### config.mk
export PLATFORM = sky130hd
export DESIGN_NAME = filter_window_sequencer
export DESIGN_NICKNAME = d
export VERILOG_FILES = /design/src/rtl/filter_window_sequencer_pkg.sv /design/src/rtl/filter_window_sequencer_addr_gen.sv /design/src/rtl/filter_window_sequencer.sv
export SDC_FILE = /design/constraint.sdc
export NUM_CORES = 1
export LEC_CHECK = 0
export CORE_ASPECT_RATIO = 0.8
export CORE_MARGIN = 5
export CORE_UTILIZATION = 49
export CTS_CLUSTER_SIZE = 25
export DETAILED_ROUTE_END_ITERATION = 8
export PLACE_DENSITY = 0.74
export SETUP_SLACK_MARGIN = 0.2
export SLEW_MARGIN = 0
export SYNTH_ARGS = -nofsm -noshare
export SYNTH_HDL_FRONTEND = slang
export SYNTH_SLANG_ARGS = --single-unit
### constraint.sdc
create_clock -name clk -period 6.28 [get_ports clk]
set_input_delay 0.942 -clock clk [delete_from_list [all_inputs] [get_ports clk]]
set_output_delay 0.942 -clock clk [all_outputs]
set_load 0.01 [all_outputs]
### src/rtl/filter_window_sequencer_pkg.sv
// filt_seq_pkg: shared constants for the 3x3 window sequencer.
//   PIX_W / WIN_W     : pixel and packed-window widths (RGB444, 9 slots)
//   SLOT_*            : read/pack order, original first, downright last
//   slot_lsb()        : bit offset of a slot inside the window, (8-slot)*PIX_W
//   slot_dx/slot_dy() : neighbour step per slot
//   state_t           : sequencer FSM states (legacy encodings S_*)
package filt_seq_pkg;

  localparam int unsigned PIX_W = 12;
  localparam int unsigned WIN_W = 108;

  localparam logic [3:0] SLOT_ORIG = 4'd0;
  localparam logic [3:0] SLOT_L    = 4'd1;
  localparam logic [3:0] SLOT_R    = 4'd2;
  localparam logic [3:0] SLOT_U    = 4'd3;
  localparam logic [3:0] SLOT_D    = 4'd4;
  localparam logic [3:0] SLOT_UL   = 4'd5;
  localparam logic [3:0] SLOT_UR   = 4'd6;
  localparam logic [3:0] SLOT_DL   = 4'd7;
  localparam logic [3:0] SLOT_DR   = 4'd8;

  typedef enum logic [1:0] {
    STEP_ZERO = 2'd0,
    STEP_NEG  = 2'd1,
    STEP_POS  = 2'd2
  } step_t;

  localparam logic [2:0] S_IDLE  = 3'd0;
  localparam logic [2:0] S_FETCH = 3'd1;
  localparam logic [2:0] S_CAP   = 3'd2;
  localparam logic [2:0] S_WAIT  = 3'd3;
  localparam logic [2:0] S_WRITE = 3'd4;
  localparam logic [2:0] S_DONE  = 3'd5;

  typedef enum logic [2:0] {
    ST_IDLE  = S_IDLE,
    ST_FETCH = S_FETCH,
    ST_CAP   = S_CAP,
    ST_WAIT  = S_WAIT,
    ST_WRITE = S_WRITE,
    ST_DONE  = S_DONE
  } state_t;

  function automatic int unsigned slot_lsb(input logic [3:0] s);
    return (32'd8 - 32'(s)) * PIX_W;
  endfunction

  function automatic step_t slot_dx(input logic [3:0] s);
    case (s)
      SLOT_L, SLOT_UL, SLOT_DL: return STEP_NEG;
      SLOT_R, SLOT_UR, SLOT_DR: return STEP_POS;
      default:                  return STEP_ZERO;
    endcase
  endfunction

  function automatic step_t slot_dy(input logic [3:0] s);
    case (s)
      SLOT_U, SLOT_UL, SLOT_UR: return STEP_NEG;
      SLOT_D, SLOT_DL, SLOT_DR: return STEP_POS;
      default:                  return STEP_ZERO;
    endcase
  endfunction

endpackage

### src/rtl/filter_window_sequencer_addr_gen.sv
// seq_addr_gen: clamped neighbour address for the current pixel and slot.
//   clk, reset        : clock, asynchronous active-high reset
//   row_clr, row_inc  : clear / advance the row base (y*IMG_W) by one row
//   x, y, slot        : current pixel and neighbour slot
//   src_addr          : clamped neighbour address (edge replication)
//   row_base          : y*IMG_W, maintained incrementally
module seq_addr_gen
  import filt_seq_pkg::*;
#(
  parameter int unsigned IMG_W  = 160,
  parameter int unsigned IMG_H  = 120,
  parameter int unsigned ADDR_W = 15,
  parameter int unsigned XW     = 8,
  parameter int unsigned YW     = 7
) (
  input  logic              clk,
  input  logic              reset,
  input  logic              row_clr,
  input  logic              row_inc,
  input  logic [XW-1:0]     x,
  input  logic [YW-1:0]     y,
  input  logic [3:0]        slot,
  output logic [ADDR_W-1:0] src_addr,
  output logic [ADDR_W-1:0] row_base
);

  localparam logic [ADDR_W-1:0] ROW_STEP = ADDR_W'(IMG_W);

  logic [XW-1:0]     nx;
  logic [ADDR_W-1:0] nrow;

  always_ff @(posedge clk or posedge reset) begin
    if (reset)        row_base <= '0;
    else if (row_clr) row_base <= '0;
    else if (row_inc) row_base <= row_base + ROW_STEP;
  end

  // Neighbour rows are reached by +/- one row step from the base, so the
  // clamp only has to suppress that step at the top/bottom edge.
  always_comb begin
    nx = x;
    case (slot_dx(slot))
      STEP_NEG: if (x != '0) nx = x - 1'b1;
      STEP_POS: if (x != XW'(IMG_W - 1)) nx = x + 1'b1;
      default:  ;
    endcase
    nrow = row_base;
    case (slot_dy(slot))
      STEP_NEG: if (y != '0) nrow = row_base - ROW_STEP;
      STEP_POS: if (y != YW'(IMG_H - 1)) nrow = row_base + ROW_STEP;
      default:  ;
    endcase
    src_addr = nrow + ADDR_W'(nx);
  end

endmodule

### src/rtl/filter_window_sequencer.sv
// filter_window_sequencer: walks a frame pixel by pixel, fetches the 3x3
// neighbourhood from the source RAM into a 108-bit window, waits the effect
// latency and writes the effect result to the destination RAM.
//   clk, reset            : clock, asynchronous active-high reset
//   start / busy / done   : frame control (start sampled only in IDLE)
//   src_rd/src_addr/src_data : source RAM read port (1-cycle read latency)
//   win_data / win_valid  : packed window toward the effect stage
//   filt_rgb_in           : effect result, valid FILTER_LAT cycles after win_valid
//   dst_we/dst_addr/dst_data : destination RAM write port
// Optional: `define SEQ_ABORT_EN adds abort (input) and aborted (output).
module filter_window_sequencer
  import filt_seq_pkg::*;
#(
  parameter int unsigned IMG_W      = 160,
  parameter int unsigned IMG_H      = 120,
  parameter int unsigned ADDR_W     = 15,
  parameter int unsigned FILTER_LAT = 4
) (
  input  logic              clk,
  input  logic              reset,
  input  logic              start,
  output logic              busy,
  output logic              done,
  output logic              src_rd,
  output logic [ADDR_W-1:0] src_addr,
  input  logic [11:0]       src_data,
  output logic [107:0]      win_data,
  output logic              win_valid,
  input  logic [11:0]       filt_rgb_in,
  output logic              dst_we,
  output logic [ADDR_W-1:0] dst_addr,
  output logic [11:0]       dst_data
`ifdef SEQ_ABORT_EN
  ,
  input  logic              abort,
  output logic              aborted
`endif
);

  localparam int unsigned XW = $clog2(IMG_W);
  localparam int unsigned YW = $clog2(IMG_H);
  localparam int unsigned CW = $clog2(FILTER_LAT + 1);

  state_t            state;
  logic [XW-1:0]     x;
  logic [YW-1:0]     y;
  logic [3:0]        k;
  logic [CW-1:0]     wcnt;
  logic [ADDR_W-1:0] gen_addr;
  logic [ADDR_W-1:0] row_base;
  logic              abort_i;
  logic              last_x;
  logic              last_y;
  logic              row_clr;
  logic              row_inc;

`ifdef SEQ_ABORT_EN
  assign abort_i = abort;

  always_ff @(posedge clk or posedge reset) begin
    if (reset) aborted <= 1'b0;
    else       aborted <= abort && (state != ST_IDLE);
  end
`else
  assign abort_i = 1'b0;
`endif

  assign last_x  = (x == XW'(IMG_W - 1));
  assign last_y  = (y == YW'(IMG_H - 1));
  assign row_clr = (state == ST_IDLE) && start;
  assign row_inc = (state == ST_WRITE) && last_x && !abort_i;

  seq_addr_gen #(
    .IMG_W (IMG_W),
    .IMG_H (IMG_H),
    .ADDR_W(ADDR_W),
    .XW    (XW),
    .YW    (YW)
  ) u_addr_gen (
    .clk     (clk),
    .reset   (reset),
    .row_clr (row_clr),
    .row_inc (row_inc),
    .x       (x),
    .y       (y),
    .slot    (k),
    .src_addr(gen_addr),
    .row_base(row_base)
  );

  always_ff @(posedge clk or posedge reset) begin
    if (reset) begin
      state    <= ST_IDLE;
      x        <= '0;
      y        <= '0;
      k        <= '0;
      wcnt     <= '0;
      win_data <= '0;
    end else if (abort_i && state != ST_IDLE) begin
      state <= ST_IDLE;
    end else begin
      case (state)
        ST_IDLE: begin
          if (start) begin
            state <= ST_FETCH;
            x     <= '0;
            y     <= '0;
            k     <= '0;
          end
        end
        ST_FETCH: begin
          // Read data trails the strobe by one cycle: capture slot k-1 now.
          if (k != '0) win_data[slot_lsb(k - 4'd1) +: PIX_W] <= src_data;
          k <= k + 1'b1;
          if (k == SLOT_DR) state <= ST_CAP;
        end
        ST_CAP: begin
          win_data[slot_lsb(SLOT_DR) +: PIX_W] <= src_data;
          wcnt  <= '0;
          state <= ST_WAIT;
        end
        ST_WAIT: begin
          if (wcnt == CW'(FILTER_LAT - 1)) state <= ST_WRITE;
          else                             wcnt  <= wcnt + 1'b1;
        end
        ST_WRITE: begin
          k <= '0;
          if (last_x) begin
            x <= '0;
            y <= y + 1'b1;
          end else begin
            x <= x + 1'b1;
          end
          state <= (last_x && last_y) ? ST_DONE : ST_FETCH;
        end
        ST_DONE:  state <= ST_IDLE;
        default:  state <= ST_IDLE;
      endcase
    end
  end

  always_comb begin
    busy      = (state == ST_FETCH) || (state == ST_CAP) ||
                (state == ST_WAIT)  || (state == ST_WRITE);
    src_rd    = (state == ST_FETCH);
    src_addr  = src_rd ? gen_addr : '0;
    win_valid = (state == ST_WAIT);
    dst_we    = (state == ST_WRITE) && !abort_i;
    dst_addr  = (state == ST_WRITE) ? (row_base + ADDR_W'(x)) : '0;
    dst_data  = (state == ST_WRITE) ? filt_rgb_in : '0;
    done      = (state == ST_DONE);
  end

endmodule

Word-level counts from Yosys, hierarchy flattened
Index checks and enable logic that the tools add are counted.

Bits in registers: 148. Word-level logic and storage cells: 108.

$add $sub $neg: 12. $mul: 1. Eq/ne operators: 28. Shift operators: 2. Mux-type cells: 31. Reduce and logical (&&, ||, !) cells: 26.

Operators by type and width (number): $bwmux W108 (1); $shift A12 B34 Y108 const A (1); $shiftx A12 B34 Y108 (1); $mux W15 (6); $neg A32 Y34 (1); $mul A32 B2 Y30 const B (1); $mux W8 (4); $pmux W8 S2 (2); $add A15 B8 Y15 (2); $pmux W15 S2 (1); $mux W12 (2); $pmux W12 S2 (1); $eq A4 B3 Y1 const B (4); $add A15 B8 Y15 const B (1); $mux W3 (5); $pmux W3 S5 (1); $sub A15 B8 Y15 const B (1); $mux W7 (2); $pmux W7 S2 (1); $pmux W4 S3 (1); $reduce_or A3 Y1 (4); $reduce_and A2 Y1 (5); $eq A3 B2 Y1 const B (3); $add A8 B1 Y8 const B (1); 31 further kinds (48).

Logic depth before layout (Yosys ltp)
Gate-level depths: netlist of run 1.

Depth in word-level cells: 8. Depth in mapped cells: 27. Depth with buffers taken out: 21.

Cells and area by module
From an unflattened synthesis of run 1, not the netlist that was laid out.

Cells, all modules: 1190. Area total of the unflattened synthesis: 10719.0 um2.

Modules (own cells, without submodules): filter_window_sequencer (times used 1, cells an instance 902, area each 8562.0 um2, seq. area each 3328.2 um2); seq_addr_gen (times used 1, cells an instance 288, area each 2157.1 um2, seq. area each 250.2 um2).

Worst setup path after synthesis of run 1
No wires, ideal clock.

Path kind: register to register. Start: reg k[0]. End: reg win_data[44]. Setup time: 0.125 ns. Arrival time: 6.360 ns. Required time: 6.155 ns. Path slack: -0.204 ns. Cell stages (with the launch flop): 27. Path buffers: 7. Period minus slack after synthesis: 6.484 ns. Cell sequence: dfrtp_1 -> buf_4 -> inv_1 -> buf_1 -> buf_1 -> ha_1 -> buf_6 -> and2_0 -> o21ai_0 -> o221ai_1 -> clkbuf_1 -> inv_1 -> ha_1 -> buf_2 -> or2_2 -> nor4_1 -> inv_1 -> ha_1 -> buf_2 -> nor4b_1 -> nand4_1 -> a22oi_1 -> and4_1 -> a21oi_1 -> nand2b_1 -> or3_4 -> mux2_2.

Word-level cells in the longest chain between the ends: 6. Elaborated cells between the ends (all ways): 9. Those cells by class: add/sub: 3; mul: 1; shift: 2; mux: 1; reduce/logical: 2.

Ends and longest elaborated chain: start: declaration (line filter_window_sequencer.sv:47) `logic [3:0] k;`; start signal: assignment (line filter_window_sequencer.sv:114) `k <= k + 1'b1;`; $sub A4 B1 Y4 (line filter_window_sequencer.sv:113) `if (k != '0) win_data[slot_lsb(k - 4'd1) +: PIX_W] <= src_data;`; $sub A4 B4 Y5 (line filter_window_sequencer_pkg.sv:45) `return (32'd8 - 32'(s)) * PIX_W;`; $mul A32 B2 Y30 (line filter_window_sequencer_pkg.sv:45); $neg A32 Y34 (line filter_window_sequencer.sv:113); $shiftx A12 B34 Y108 or $shift A12 B34 Y108 (tied branches) (line filter_window_sequencer.sv:113); $bwmux W108 (line filter_window_sequencer.sv:113); end signal: indexed assignment (line filter_window_sequencer.sv:113); end signal: indexed assignment (line filter_window_sequencer.sv:118) `win_data[slot_lsb(SLOT_DR) +: PIX_W] <= src_data;`; end: declaration (line filter_window_sequencer.sv:27) `output logic [107:0] win_data,`.

Several ways; a longest one is shown, not always the timed one. A chain may end at the register's enable or synchronous reset.

Worst setup path after layout of run 1
Start: reg k[0]. End: out src_addr[10].

Word-level cells in the longest chain between the ends: 7. Elaborated cells between the ends (all ways): 22. Those cells by class: add/sub: 1; eq/ne: 12; mux: 5; reduce/logical: 4.

Ends and longest elaborated chain: $eq A4 B4 Y1 (tied with other cells) (line filter_window_sequencer_pkg.sv:49, filter_window_sequencer_pkg.sv:57); $reduce_or A3 Y1, on equally long branches (line filter_window_sequencer_pkg.sv:57, filter_window_sequencer_pkg.sv:49); $pmux W2 S2, on equally long branches (line filter_window_sequencer_pkg.sv:57, filter_window_sequencer_pkg.sv:49); $eq A2 B2 Y1 (tied with other cells) (line filter_window_sequencer_addr_gen.sv:48) `case (slot_dy(slot))`; $pmux W15 S2 or $pmux W8 S2 (tied branches) (line filter_window_sequencer_addr_gen.sv:48, filter_window_sequencer_addr_gen.sv:42); $add A15 B8 Y15 * (line filter_window_sequencer_addr_gen.sv:53) `src_addr = nrow + ADDR_W'(nx);`; $mux W15 * (line filter_window_sequencer.sv:146) `src_addr = src_rd ? gen_addr : '0;`; end: declaration (line filter_window_sequencer.sv:25) `output logic [ADDR_W-1:0] src_addr,`.

Every way passes the cells marked *; elsewhere a longest branch is shown, timed or not.

==> summary.txt, run 1 <==
outcome - complete, no violations
Lkg Pwr - 5.23 nW
Post-CTS Setup Bufs - 0
DP Cell Count - 1534
Clock Latency Late Sink - 0.44 ns
worst reg2reg setup slack - 0.52 ns
Mapped Nets - 1203
Max Buffers Root-to-Sink - 2
critical path peak fanout - 23
Crit Path Category - register to output pin
final setup TNS - 0 ns
YS warnings - 0
Final Cycle Share - 0.935
gr busiest metal - met1
Setup Viol. Count Final - 0
Power Density - 175 nW/um2
reg-to-reg startpoint - k[1]$_DFFE_PP0P_
DP Area - 12100 um2
largest net degree at the start of global routing - 93
via count - 9557
Fin. Hold Viols - 0
CTS Hold Bufs - 0
crit start category - register
Final Util - 0.636
hold crit path type - register to register
crit-path cells - inv_1 > buf_4 > ha_2 > nor3b_1 > or3_1 > inv_1 > ha_1 > o21ai_0 > mux2_2 > o21ai_0 > ha_1 > a21o_1 > a21o_1 > a21oi_2 > nor2_1 > xnor2_1 > nor2_1 > clkdlybuf4s50_1
worst r2r path cells - 19
GRT overflow - 0
first-pass GRT wire length - 49.3 mm
CTS Root Buffer Type - clkbuf_16
maxcap violations - 0
die area - 23500 um2
fmax - 0.170 GHz
Cells after Synth - 1137
unrepaired setup endpoints after global routing - no
Iter 0 DRT Violations - 1023
slowest CP cell - clkdlybuf4s50_1
Worst Path Required - 5.34 ns
TritonCTS Buffers - 17
total track usage - 0.258
Synth Cell Area - 10100 um2
fraction of registers with async set/reset - 1.00
share of post-route cells with drive strength above 1 - 0.157
worst r2r dst - win_data[47]$_DFFE_PP0P_
vias in the first global route - 8920
# IOs - 182
Die Ht - 138 um
Rows - 46
nets - 1355
drt pass-1 iters - 5
clk sinks - 143
synthesis-to-layout area growth - 26.6%
met2 track demand over resource - 0.366
Layout Skew - 0.00923 ns
GR Layer Usage met3 - 0.0684
Arrival @ worst endpoint - 4.93 ns
routed vias/inst - 6.10
Routed Antenna Nets - 0
number of synthesized flops with an enable pin - 0
CP endpoint kind - output pin
Worst-Margin Slew - 1.09 ns
M1 GR Usage - 0.392
largest cells by area after synthesis - dfrtp_1, mux2_2, nor2_1, ha_1, nand2_1
wire per inst - 20.0 um
core footprint - 20000 um2
wirelength, routed - 31.4 mm
Crit path largest cell delay - 0.56 ns
die width - 170 um
WP buf/inv - 4
top cell type's share of synthesized area - 0.356
Worst-path clk slew - 0.07 ns
Final Worst Setup Slack - 0.410 ns
syn avg cell area - 8.85 um2
Hold Path Sink - wcnt[0]$_DFFE_PP0P_
ant diodes - 0
initial antenna violation count - 0
Final HPWL DP - 23.5 mm
post-route insts no fill - 1566
CTS tree - done
gp weighted congestion - 0.980
FF+latch count, synth - 143
largest area contributor in the netlist - dfrtp_1
Cells on Worst Hold Path - 1
Slew HR - 0.274
sequential cell area fraction in the yosys report - 0.356
Remaining DRCs - 0
pre-CTS setup slack - 0.352 ns
Peak VDD IR - 0.139 mV
H-tree Lvls - 4
Crit path max-delay family - compound AO/OA/AOI/OAI gates
distinct cell type count after synthesis - 81
design area - 12700 um2
ys flop type - dfrtp_1
IO buf count - 181
final slew viol count - 0
final critical-path required period - 5.87 ns
Initial Utilization - 0.502
worst hold start - wcnt[0]$_DFFE_PP0P_
flip-flops by register name, summed over array words and instances (netlist names):
name                 count
k                        4
state                    3
u_addr_gen.row_base     10
wcnt                     3
win_data               108
x                        8
y                        7
repair_timing:
action                     4_1_cts  5_1_grt
gates resized for setup          0       18
setup endpoints to repair        0       94
hold endpoints to repair         0        0
layout by cell type, fill, tap and decap left out, drive strengths merged, types with 4 or more instances in the layout:
cell             n
and4             5
and3            25
o2bb2ai          7
o21ai           61
a21oi           59
a31oi           13
and2            13
or2              8
inv             43
nand2          101
dfrtp          143
xnor2           20
o211ai           7
a211oi          11
xor2            20
a22oi            4
buf             15
nor3            24
o22a             9
clkinv           7
nand2b          17
mux2           106
clkdlybuf4s50  181
nor2b           10
o22ai           35
nand3           33
nor4            11
or4              6
nand4           15
nor3b            6
clkbuf          17
o21a             4
o31ai           14
a32oi            7
a21o             9
or3             13
ha              39
nor2           143
final cells by class:
class,instances,area [um2]
fill,1708,7290
multi-input combinational,896,6150
sequential,143,3580
timing repair buffer,196,1930
clock buffer,17,425
tap,264,330
clock inverter,15,181
inverter,35,136
where the power goes:
part           internal, mW  switching (mW)
sequential            0.956          0.0226
clock                 0.542           0.498
combinational         0.111          0.0960
layer usage:
metal / vias to the layer above / part of all wire
li1: 4440 / -
met1: 4599 / 0.46
met4: 0 / 0.017
met2: 469 / 0.42
met5: - / 0
met3: 49 / 0.10
cell families after synthesis:
logic type | synth area share
buffers and inverters | 0.0397
AND/OR/NAND/NOR | 0.219
XOR/XNOR | 0.0393
adder cells (fa/ha/maj) | 0.0485
multiplexers | 0.122
flip-flops | 0.356
other | 0.000373
AO/OA/AOI/OAI | 0.176
how the worst max path moves through the flow:
stage	cells past startpoint	to	slack, ns	startpoint
floorplan	25	win_data[44]$_DFFE_PP0P_	0.26	k[0]$_DFFE_PP0P_
global placement	19	win_data[14]$_DFFE_PP0P_	0.56	k[1]$_DFFE_PP0P_
detailed placement	19	win_data[31]$_DFFE_PP0P_	0.35	k[1]$_DFFE_PP0P_
CTS	18	src_addr[12]	0.22	k[0]$_DFFE_PP0P_
global route	20	win_data[32]$_DFFE_PP0P_	0.14	k[1]$_DFFE_PP0P_
finish	18	src_addr[10]	0.41	k[0]$_DFFE_PP0P_
cells in the mapped netlist (7+ instances only):
master     count
a211oi_1      11
a21o_1         9
a21oi_1       59
a31oi_1       13
a32oi_1        7
and2_1        11
and3_1        25
clkbuf_1      50
dfrtp_1      143
ha_1          39
inv_1         33
mux2_2       106
nand2_1      100
nand2b_1      16
nand3_1       33
nand4_1       15
nor2_1       141
nor2b_1        9
nor3_1        22
nor4_1         9
o211ai_1       7
o21ai_0       60
o22a_1         9
o22ai_1       35
o2bb2ai_1      7
o31ai_1       13
or2_2          7
or3_1         12
xnor2_1       19
xor2_1        18
through the flow:
step           hold slack [ns]  total power, mW
3_3_place_gp             0.483             1.20
3_5_place_dp             0.495             1.20
6_report                 0.501             2.23
2_1_floorplan            0.466             1.08
5_1_grt                  0.520             2.30
4_1_cts                  0.509             2.24
No activity file was read; power rests on OpenSTA's default activity.
==> run 2: changes to the inputs <==
==> constraint.sdc (replaced) <==
create_clock -name clk -period 4.8 [get_ports clk]
set_input_delay 0.72 -clock clk [delete_from_list [all_inputs] [get_ports clk]]
set_output_delay 0.72 -clock clk [all_outputs]
set_load 0.01 [all_outputs]
==> summary.txt, run 2 (synthesis gave the netlist of run 1 again) <==
core footprint - 20000 um2 (unchanged)
outcome - finished, violations left
Pwr Total - 2.93 mW (+32%)
Cells on Worst Hold Path - 2 (+1)
IO buf count - 181 (unchanged)
worst r2r dst - win_data[96]$_DFFE_PP0P_
clk sinks - 143 (unchanged)
largest net degree at the start of global routing - 107 (+15%)
# IOs - 182 (unchanged)
hold crit path type - register to register
CTS tree - done
die width - 170 um (unchanged)
Max Buffers Root-to-Sink - 2 (unchanged)
Worst Path Required - 5.11 ns (-0.23 ns)
worst r2r path cells - 22 (+3)
Final Worst Setup Slack - -0.343 ns (-0.753 ns)
Reg with most FFs - win_data
slowest CP cell - dfrtp_2
critical path peak fanout - 5 (-78%)
Initial Utilization - 0.502 (unchanged)
die area - 23500 um2 (unchanged)
Int Power - 2.12 mW (+31%)
first-pass GRT wire length - 53.5 mm (+8.6%)
Crit path largest cell delay - 0.46 ns (-0.10 ns)
Power Density - 208 nW/um2 (+19%)
Clock Latency Late Sink - 0.44 ns (about the same)
CTS Root Buffer Type - clkbuf_16
Fillers - 1494 (-13%)
Arrival @ worst endpoint - 5.45 ns (+0.52 ns)
Final Cycle Share - 1.07
gp weighted congestion - 0.994 (+1.4%)
vias in the first global route - 9551 (+7.1%)
Setup Viol. Count Final - 105 (+105)
Reg power frac - 0.438 (-0.002)
design area - 14100 um2 (+11%)
Routed Antenna Nets - 0 (unchanged)
Lkg Pwr - 5.95 nW (+14%)
Worst-path clk slew - 0.07 ns (about the same)
wire per inst - 20.8 um (+3.5%)
most common cell after layout, fill and taps aside - clkdlybuf4s50_1
synthesis-to-layout area growth - 40.2%
Layout Skew - 0.0131 ns (+0.00387 ns)
initial antenna violation count - 0 (unchanged)
CTS Hold Bufs - 0 (unchanged)
share of post-route cells with drive strength above 1 - 0.258 (+0.101)
CP endpoint kind - register
failing checks - negative setup slack
Final HPWL DP - 24.7 mm (+5.1%)
Crit Path Category - register to register
nets - 1435 (+5.9%)
routed vias/inst - 6.12 (+0.26%)
final slew viol count - 0 (unchanged)
ant diodes - 0 (unchanged)
fmax - 0.194 GHz
TritonCTS Buffers - 17 (unchanged)
Final Util - 0.704 (+0.0682)
reg-to-reg startpoint - k[0]$_DFFE_PP0P_
Top Registers - win_data (108), u_addr_gen.row_base (10), x (8)
Remaining DRCs - 0 (unchanged)
hold_ws - 0.504 ns (+0.00259 ns)
maxcap violations - 0 (unchanged)
unrepaired setup endpoints after global routing - yes
Rows - 46 (unchanged)
combinational share of power - 0.097 (+0.004)
area of the multi-input gates - 6830 um2 (+11%)
drt pass-1 iters - 8 (+3)
commonest non-fill, non-tap cells in the layout - clkdlybuf4s50_1, dfrtp_1, nor2_1
Worst-Margin Slew - 1.16 ns (+0.0774 ns)
NetSw - 811 uW (+32%)
crit start category - register
crit-path cells - inv_4 > ha_4 > xor2_4 > buf_12 > xor2_4 > inv_4 > ha_4 > a211o_1 > and2_4 > nor4_4 > nand2_2 > ha_4 > nor4_2 > nand4_1 > a22oi_2 > buf_4 > nand4_1 > o22ai_2 > buf_4 > buf_6 > nand4_1 > mux2_2
number of flip-flops in the largest register - 108 (unchanged)
Sequential cell area - 3580 um2 (about the same)
wirelength, routed - 34.2 mm (+8.8%)
worst hold start - wcnt[2]$_DFFE_PP0P_
power share of the clock group - 0.465 (-0.002)
worst reg2reg setup slack - -0.34 ns (-0.86 ns)
CP Launch Point - k[0]$_DFFE_PP0P_
Slew HR - 0.219 (-0.0545)
H-tree Lvls - 4 (unchanged)
Fin. Hold Viols - 0 (unchanged)
Die Ht - 138 um (unchanged)
GRT overflow - 0 (unchanged)
final critical-path required period - 5.14 ns
worst setup path endpoint - win_data[96]$_DFFE_PP0P_
Iter 0 DRT Violations - 1011 (-1.2%)
total track usage - 0.279 (+0.0208)
Sw Share - 0.277 (about the same)
via count - 10071 (+5.4%)
Peak VDD IR - 0.239 mV (+72%)
DP Area - 12700 um2 (+5.7%)
==> run 2: changes by cell type in the layout (fill, tap and decap cells not counted), moves of 6 or more <==
cell | before | now
nor2_4 | 1 | 7
ha_4 | 1 | 9
buf_6 | 0 | 15
mux2_2 | 106 | 67
mux2_4 | 0 | 39
clkdlybuf4s50_1 | 181 | 172
ha_1 | 37 | 28
o21ai_0 | 60 | 51
buf_4 | 14 | 78
nor2_1 | 138 | 132
nand2_1 | 100 | 92
==> run 2: final cells by class <==
cell class,count,share of cell area
repair buffers,276,0.185
flip-flops and latches,143,0.254
multi-input cells,896,0.484
clock buffers,17,0.0302
well taps,264,0.0234
inverters,35,0.0100
clock inverters,15,0.0132
==> run 2: critical path: cells and delay by family (launching register included) <==
family	cells	cell delay (ns)
simple gates	7	1.53
xor+xnor	2	0.37
compound gates	3	0.94
buf+inv	6	0.72
mux	1	0.36
flops	1	0.46
fa+ha+maj	3	0.65
==> run 2: worst min path at each step <==
stage	slack [ns]	end
2_1_floorplan	0.47	wcnt[0]$_DFFE_PP0P_
3_3_place_gp	0.48	wcnt[2]$_DFFE_PP0P_
3_5_place_dp	0.49	wcnt[2]$_DFFE_PP0P_
4_1_cts	0.51	wcnt[2]$_DFFE_PP0P_
5_1_grt	0.52	win_data[99]$_DFFE_PP0P_
6_report	0.50	wcnt[2]$_DFFE_PP0P_
==> run 2: timing repair <==
item | 4_1_cts | 5_1_grt
endpoints found under the setup margin | 112 | 117
pin swaps | 23 | 33
buffers inserted | 18 | 10
resized for setup | 68 | 69
==> run 2: layer usage <==
layer,GRT usage,vias up,part of all wire
li1,-,4604,-
met1,0.412,4884,0.45
met2,0.405,509,0.43
met3,0.0826,74,0.098
met4,0.0639,0,0.020
met5,0,-,0
==> run 2: power groups by stage <==
stage / Sequential (mW) / Clock, mW / Combinational [mW]
2_1_floorplan: 1.32 / 0 / 0.0967
3_3_place_gp: 1.30 / 0 / 0.274
3_5_place_dp: 1.30 / 0 / 0.279
4_1_cts: 1.28 / 1.37 / 0.282
5_1_grt: 1.29 / 1.42 / 0.305
6_report: 1.28 / 1.36 / 0.285
==> run 2: metrics by stage <==
step / cells / worst slack (ns) / TNS, ns
after floorplan: 1137 / -0.443 / -26.19
after global placement: 1586 / -0.0637 / -0.586
after detailed placement: 1586 / -0.162 / -3.92
after CTS: 1636 / 0.0149 / 0
after global routing: 1646 / -0.506 / -39.05
final: 1646 / -0.343 / -20.98
